### config.mk
export PLATFORM = sky130hd
export DESIGN_NAME = broadcast_sequencer
export DESIGN_NICKNAME = d
export VERILOG_FILES = /design/src/rtl/bcast_pkg.sv /design/src/rtl/ramp_tick_gen.sv /design/src/rtl/broadcast_sequencer.sv
export SDC_FILE = /design/constraint.sdc
export NUM_CORES = 1
export LEC_CHECK = 0
export ABC_AREA = 0
export CAP_MARGIN = 0
export CORE_ASPECT_RATIO = 2
export CORE_MARGIN = 2
export CORE_UTILIZATION = 50
export CTS_BUF_LIST = sky130_fd_sc_hd__clkbuf_8
export DETAILED_ROUTE_END_ITERATION = 7
export PLACE_DENSITY = 0.72
export SLEW_MARGIN = 0
export SYNTH_ARGS = -nofsm -noshare
export SYNTH_HDL_FRONTEND = slang
export SYNTH_SLANG_ARGS = --single-unit
### constraint.sdc
create_clock -name clk -period 5.49 [get_ports clk]
set_clock_uncertainty 0.2 [all_clocks]
set_input_delay 1.098 -clock clk [delete_from_list [all_inputs] [get_ports clk]]
set_output_delay 1.098 -clock clk [all_outputs]
set_load 0.05 [all_outputs]
### src/rtl/bcast_pkg.sv
// Shared state encoding, parameter defaults and small helpers for the
// broadcast on-air sequencer.
package bcast_pkg;

  localparam int RAMP_DIV_DEF  = 1250;
  localparam int RAMP_STEP_DEF = 16;
  localparam int AMP_W_DEF     = 16;

  typedef enum logic [2:0] {
    ST_IDLE      = 3'd0,
    ST_RAMP_UP   = 3'd1,
    ST_ON_AIR    = 3'd2,
    ST_RAMP_DOWN = 3'd3,
    ST_FAULT     = 3'd4
  } state_e;

  // States in which the carrier is gated on and the watchdog armed.
  function automatic logic is_active(state_e s);
    return (s == ST_RAMP_UP) || (s == ST_ON_AIR) || (s == ST_RAMP_DOWN);
  endfunction

endpackage

### src/rtl/ramp_tick_gen.sv
// Free-running prescaler; tick is high for one cycle every RAMP_DIV cycles,
// restarted from zero by clr.
module ramp_tick_gen #(
  parameter int RAMP_DIV = 1250
) (
  input  logic clk,
  input  logic rstn,
  input  logic clr,
  output logic tick
);

  localparam int CW = (RAMP_DIV > 1) ? $clog2(RAMP_DIV) : 1;

  logic [CW-1:0] cnt;

  assign tick = (cnt == CW'(RAMP_DIV - 1));

  always_ff @(posedge clk) begin
    if (!rstn || clr || tick) cnt <= '0;
    else                      cnt <= cnt + 1'b1;
  end

endmodule

### src/rtl/broadcast_sequencer.sv
// Transmitter on/off sequencer: ramps carrier amplitude up and down on a
// slow tick and kills RF immediately on a watchdog timeout.
module broadcast_sequencer
  import bcast_pkg::*;
#(
  parameter int RAMP_DIV  = RAMP_DIV_DEF,
  parameter int RAMP_STEP = RAMP_STEP_DEF,
  parameter int AMP_W     = AMP_W_DEF
) (
  input  logic             clk,
  input  logic             rstn,
  input  logic             start_req,
  input  logic             stop_req,
  input  logic [AMP_W-1:0] target_amp,
  input  logic             wd_triggered,
  input  logic             wd_warning,
  input  logic             fault_clear,
  output logic             wd_enable,
  output logic             rf_enable,
  output logic [AMP_W-1:0] amp_out,
  output logic [2:0]       state_o,
  output logic             fault_latched,
  output logic             warn_o
);

  localparam logic [AMP_W:0]   STEP_X = (AMP_W+1)'(RAMP_STEP);
  localparam logic [AMP_W-1:0] STEP_N = AMP_W'(RAMP_STEP);

  state_e           state_q, state_d;
  logic [AMP_W-1:0] amp_q, amp_d;
  logic             tick;

  ramp_tick_gen #(.RAMP_DIV(RAMP_DIV)) u_tick (
    .clk  (clk),
    .rstn (rstn),
    .clr  (state_d != state_q),
    .tick (tick)
  );

  // Slew candidates, evaluated one bit wider so nothing wraps near full scale.
  logic [AMP_W:0]   up_sum;
  logic [AMP_W-1:0] amp_up, amp_dn_tgt, amp_dn_zero;

  assign up_sum      = {1'b0, amp_q} + STEP_X;
  assign amp_up      = (up_sum >= {1'b0, target_amp}) ? target_amp : up_sum[AMP_W-1:0];
  assign amp_dn_tgt  = (({1'b0, target_amp} + STEP_X) <= {1'b0, amp_q}) ? amp_q - STEP_N
                                                                        : target_amp;
  assign amp_dn_zero = (STEP_X <= {1'b0, amp_q}) ? amp_q - STEP_N : '0;

  always_comb begin
    state_d = state_q;
    amp_d   = amp_q;
    case (state_q)
      ST_IDLE: if (start_req && !stop_req) state_d = ST_RAMP_UP;
      ST_RAMP_UP: begin
        if (tick) amp_d = amp_up;
        // Leave on the same edge the amplitude reaches target.
        if (wd_triggered)          state_d = ST_FAULT;
        else if (stop_req)         state_d = ST_RAMP_DOWN;
        else if (amp_d >= target_amp) state_d = ST_ON_AIR;
      end
      ST_ON_AIR: begin
        if (tick) amp_d = (amp_q < target_amp) ? amp_up : amp_dn_tgt;
        if (wd_triggered)  state_d = ST_FAULT;
        else if (stop_req) state_d = ST_RAMP_DOWN;
      end
      ST_RAMP_DOWN: begin
        if (tick) amp_d = amp_dn_zero;
        if (wd_triggered)    state_d = ST_FAULT;
        else if (amp_q == '0) state_d = ST_IDLE;
      end
      ST_FAULT: if (fault_clear) state_d = ST_IDLE;
      default:  state_d = ST_FAULT;
    endcase
    // Carrier is hard-zeroed whenever we are off air; no ramp on a kill.
    if (state_d == ST_IDLE || state_d == ST_FAULT) amp_d = '0;
  end

  always_ff @(posedge clk) begin
    if (!rstn) begin
      state_q       <= ST_IDLE;
      amp_q         <= '0;
      rf_enable     <= 1'b0;
      wd_enable     <= 1'b0;
      fault_latched <= 1'b0;
      warn_o        <= 1'b0;
    end else begin
      state_q       <= state_d;
      amp_q         <= amp_d;
      rf_enable     <= is_active(state_d);
      wd_enable     <= is_active(state_d);
      fault_latched <= (state_d == ST_FAULT);
      warn_o        <= wd_warning && (state_d == ST_RAMP_UP || state_d == ST_ON_AIR);
    end
  end

  assign amp_out = amp_q;
  assign state_o = state_q;

endmodule
==> results_dict.tcl <==
set metrics [dict create \
    maxSlewViolCount 0 \
    maxCapViolations 0 \
    n_fill_cell 708 \
    relSlewSlack_pct 25.1 \
    drive_gt1_share_pct 22.0 \
    period_share_pct 97.6 \
    first_pass_iters 5 \
    critPathKind "in2reg" \
    ctsHtreeMaxLevel 2 \
    initial_utilization_pct 51.2 \
    place_congestion 1.02 \
    critPathCaptureType "flip-flop" \
    antenna_found_initial 0 \
    cts_tree "built" \
    final_nets 784 \
    yosysWarnings 0 \
    holdCritPathClass "reg2reg" \
    synth_nets 655 \
    ctsHoldBuffers 0 \
    clockBufferDepth 2 \
    via_per_inst 6.36 \
    n_antenna_cell 0 \
    dp.final_hpwl_um 13000 \
    yosysSeqAreaShare_pct 15.6 \
    dieArea_um2 9290 \
    hold_viol_final 0 \
    ys_ff_latch 33 \
    place_inst 777 \
    status "completed" \
    syn_inst 566 \
    ir_worst_vdd_mv 0.203 \
    max_freq_mhz 187 \
    grt_overflow 0 \
    grt_pass1_wl_um 25500 \
    port_buffers 45 \
    fp.dieH_um 134 \
    async_flop_share_pct 0 \
    synth_common_cells "ha_1 (66), nand2_1 (52), nor2_1 (50)" \
    setup_viol_count_final 0 \
    drt-initial-drc-count 273 \
    post_drt_wl_per_cell_um 20.8 \
    rows 47 \
    p_leak_nw 2.48 \
    grt_pass1_vias 5055 \
    place_area_um2 5400 \
    synth_cell_type_count 69 \
    start_kind "input pin" \
    synth-edff-count 0 \
    totalWireLength_um 16500 \
    period_needed_ns 5.36 \
    area.growth.synth_to_final_pct 36.3 \
    yosysMostFrequentCell "ha_1" \
    synth_top_cell_by_area "ha_1" \
    grt_start_max_net_pins 26 \
    root_buffer "clkbuf_8" \
    die_width_um 69.2 \
    cp_max_fo 14 \
    cts.clk_slew.worst_paths_ns 0.08 \
    fin_total_pwr_mw 0.676 \
    grt_use_total_pct 35.3 \
    clk_latency_ns 0.30 \
    ioPinCount 46 \
    antenna_left 0 \
    arrival_ns 5.33 \
    avgSynthCellArea_um2 7.50 \
    drc 0 \
    fin_tns_setup_ns 0 \
    vias 5048 \
    cts_num_sinks 33 \
    core_area_um2 8290 \
    synth_top_area_share_pct 19.4 \
    fin_area_um2 5790 \
    ys.flop_type "dfxtp_1" \
    tightest_slew_ns 1.12 \
    required_ns 5.46 \
    p_per_area_nw_per_um2 117 \
    yosys-top-cells-area "ha_1 (19%), dfxtp_1 (16%), xnor2_1 (6.0%)" \
    netlist_area_um2 4250 \
    cts_made_buffers 5 \
    finalNonFillerCells 794 \
]
==> cell families (layout without fill, tap and decap cells) <==
| kind of cell | count (synthesis) | after routing | synth area share (%) |
|---|---|---|---|
| AOI/OAI and AO/OA | 153 | 154 | 25.6 |
| xor gates and xnor gates | 38 | 38 | 7.84 |
| adders and majority gates | 66 | 66 | 19.4 |
| buffers and inverters | 75 | 204 | 7.34 |
| DFF | 33 | 33 | 15.6 |
| muxes | 8 | 8 | 1.89 |
| and+or+nand+nor | 193 | 193 | 22.3 |
==> power breakdown <==
group / switching, mW / internal, mW / leakage, nW
clock: 0.107 / 0.148 / 0.0574
sequential: 0.00762 / 0.243 / 0.268
combinational: 0.0928 / 0.0785 / 2.16
==> layout make-up <==
cell class              instances  area (um2)  share of cell area (%)
clock buffers                   6        82.6                    1.43
clock inverters                 2        37.5                   0.649
inverters                      49         184                    3.18
multi-input cells             459        3480                    60.1
flip-flops and latches         33         663                    11.5
well taps                      98         123                    2.12
repair buffers                147        1220                    21.1
==> state kept, by name, summed over array words and instances, names as in the netlist <==
name,flops
warn_o,1
u_tick.cnt,11
rf_enable,1
amp_out,16
fault_latched,1
state_o,3
==> final timing paths <==
kind / start / endpoint / slack, ns / depth (start not counted)
worst min-delay path: u_tick.cnt[0] / u_tick.cnt[0] / 0.29 / 1
worst min register to register: u_tick.cnt[0] / u_tick.cnt[0] / 0.29 / 1
worst max register to register: amp_out[4] / amp_out[11] / 0.20 / 24
worst max-delay path: target_amp[13] / amp_out[11] / 0.13 / 23
==> metal layers <==
layer	routed length [um]	part of all wire (%)	up-vias	global-route usage, %
met5	0	0	-	0
met4	1990	12	0	32.1
met3	745	4.5	125	5.48
met2	8600	52	236	66.5
met1	5170	31	2346	31.0
li1	-	-	2341	-
==> timing repair <==
action / 4_1_cts / 5_1_grt
pin swaps: 1 / 24
setup endpoints to repair: 27 / 29
hold endpoints to repair: 0 / 0
buffers inserted: 4 / 3
gates resized for setup: 5 / 39
gates cloned: 0 / 2
==> worst max-delay path: stages <==
cell and delay, ns:
clkdlybuf4s50_1 0.49, inv_1 0.09, ha_1 0.32, buf_4 0.14, nand4_1 0.08, nand3_1 0.08, nor2_1 0.17, and3_4 0.24
buf_6 0.13, nor2_1 0.05, a211oi_2 0.22, buf_4 0.18, a21o_1 0.08, ha_1 0.23, nand4_1 0.13, a21oi_1 0.09
a211oi_4 0.32, nand2_2 0.12, o311ai_4 0.39, a21oi_1 0.14, buf_4 0.21, a41oi_1 0.18, o22ai_1 0.14
==> layout by cell type (no fill, tap or decap), types with 5 or more instances in the layout <==
master | netlist | layout
a22o_1 | 5 | 5
or3_1 | 6 | 6
xnor2_1 | 29 | 29
nor2_1 | 50 | 47
a21o_1 | 5 | 5
nand2_1 | 52 | 51
nand3_1 | 28 | 27
inv_1 | 48 | 47
nor4_1 | 7 | 6
a31oi_1 | 5 | 5
nor3_1 | 10 | 10
a21oi_1 | 39 | 37
nand4_1 | 15 | 15
a32o_1 | 5 | 5
and3_1 | 8 | 6
o21ai_0 | 34 | 28
dfxtp_1 | 33 | 31
mux2i_1 | 8 | 7
clkdlybuf4s50_1 | 0 | 44
clkbuf_8 | 0 | 6
ha_4 | 0 | 5
o21a_1 | 5 | 5
buf_4 | 1 | 100
xor2_1 | 9 | 9
ha_1 | 66 | 61
==> through the flow <==
| step | hold slack, ns | setup WS [ns] | utilization [%] |
|---|---|---|---|
| 5_1_grt | 0.340 | -0.0813 | 69.8 |
| 3_3_place_gp | 0.260 | -0.345 | 65.1 |
| 4_1_cts | 0.293 | 0.00859 | 67.1 |
| 2_1_floorplan | 0.245 | 0.222 | - |
| 3_5_place_dp | 0.275 | -0.472 | 65.1 |
| 6_report | 0.293 | 0.131 | 69.8 |
No activity file was read; power rests on OpenSTA's default activity.
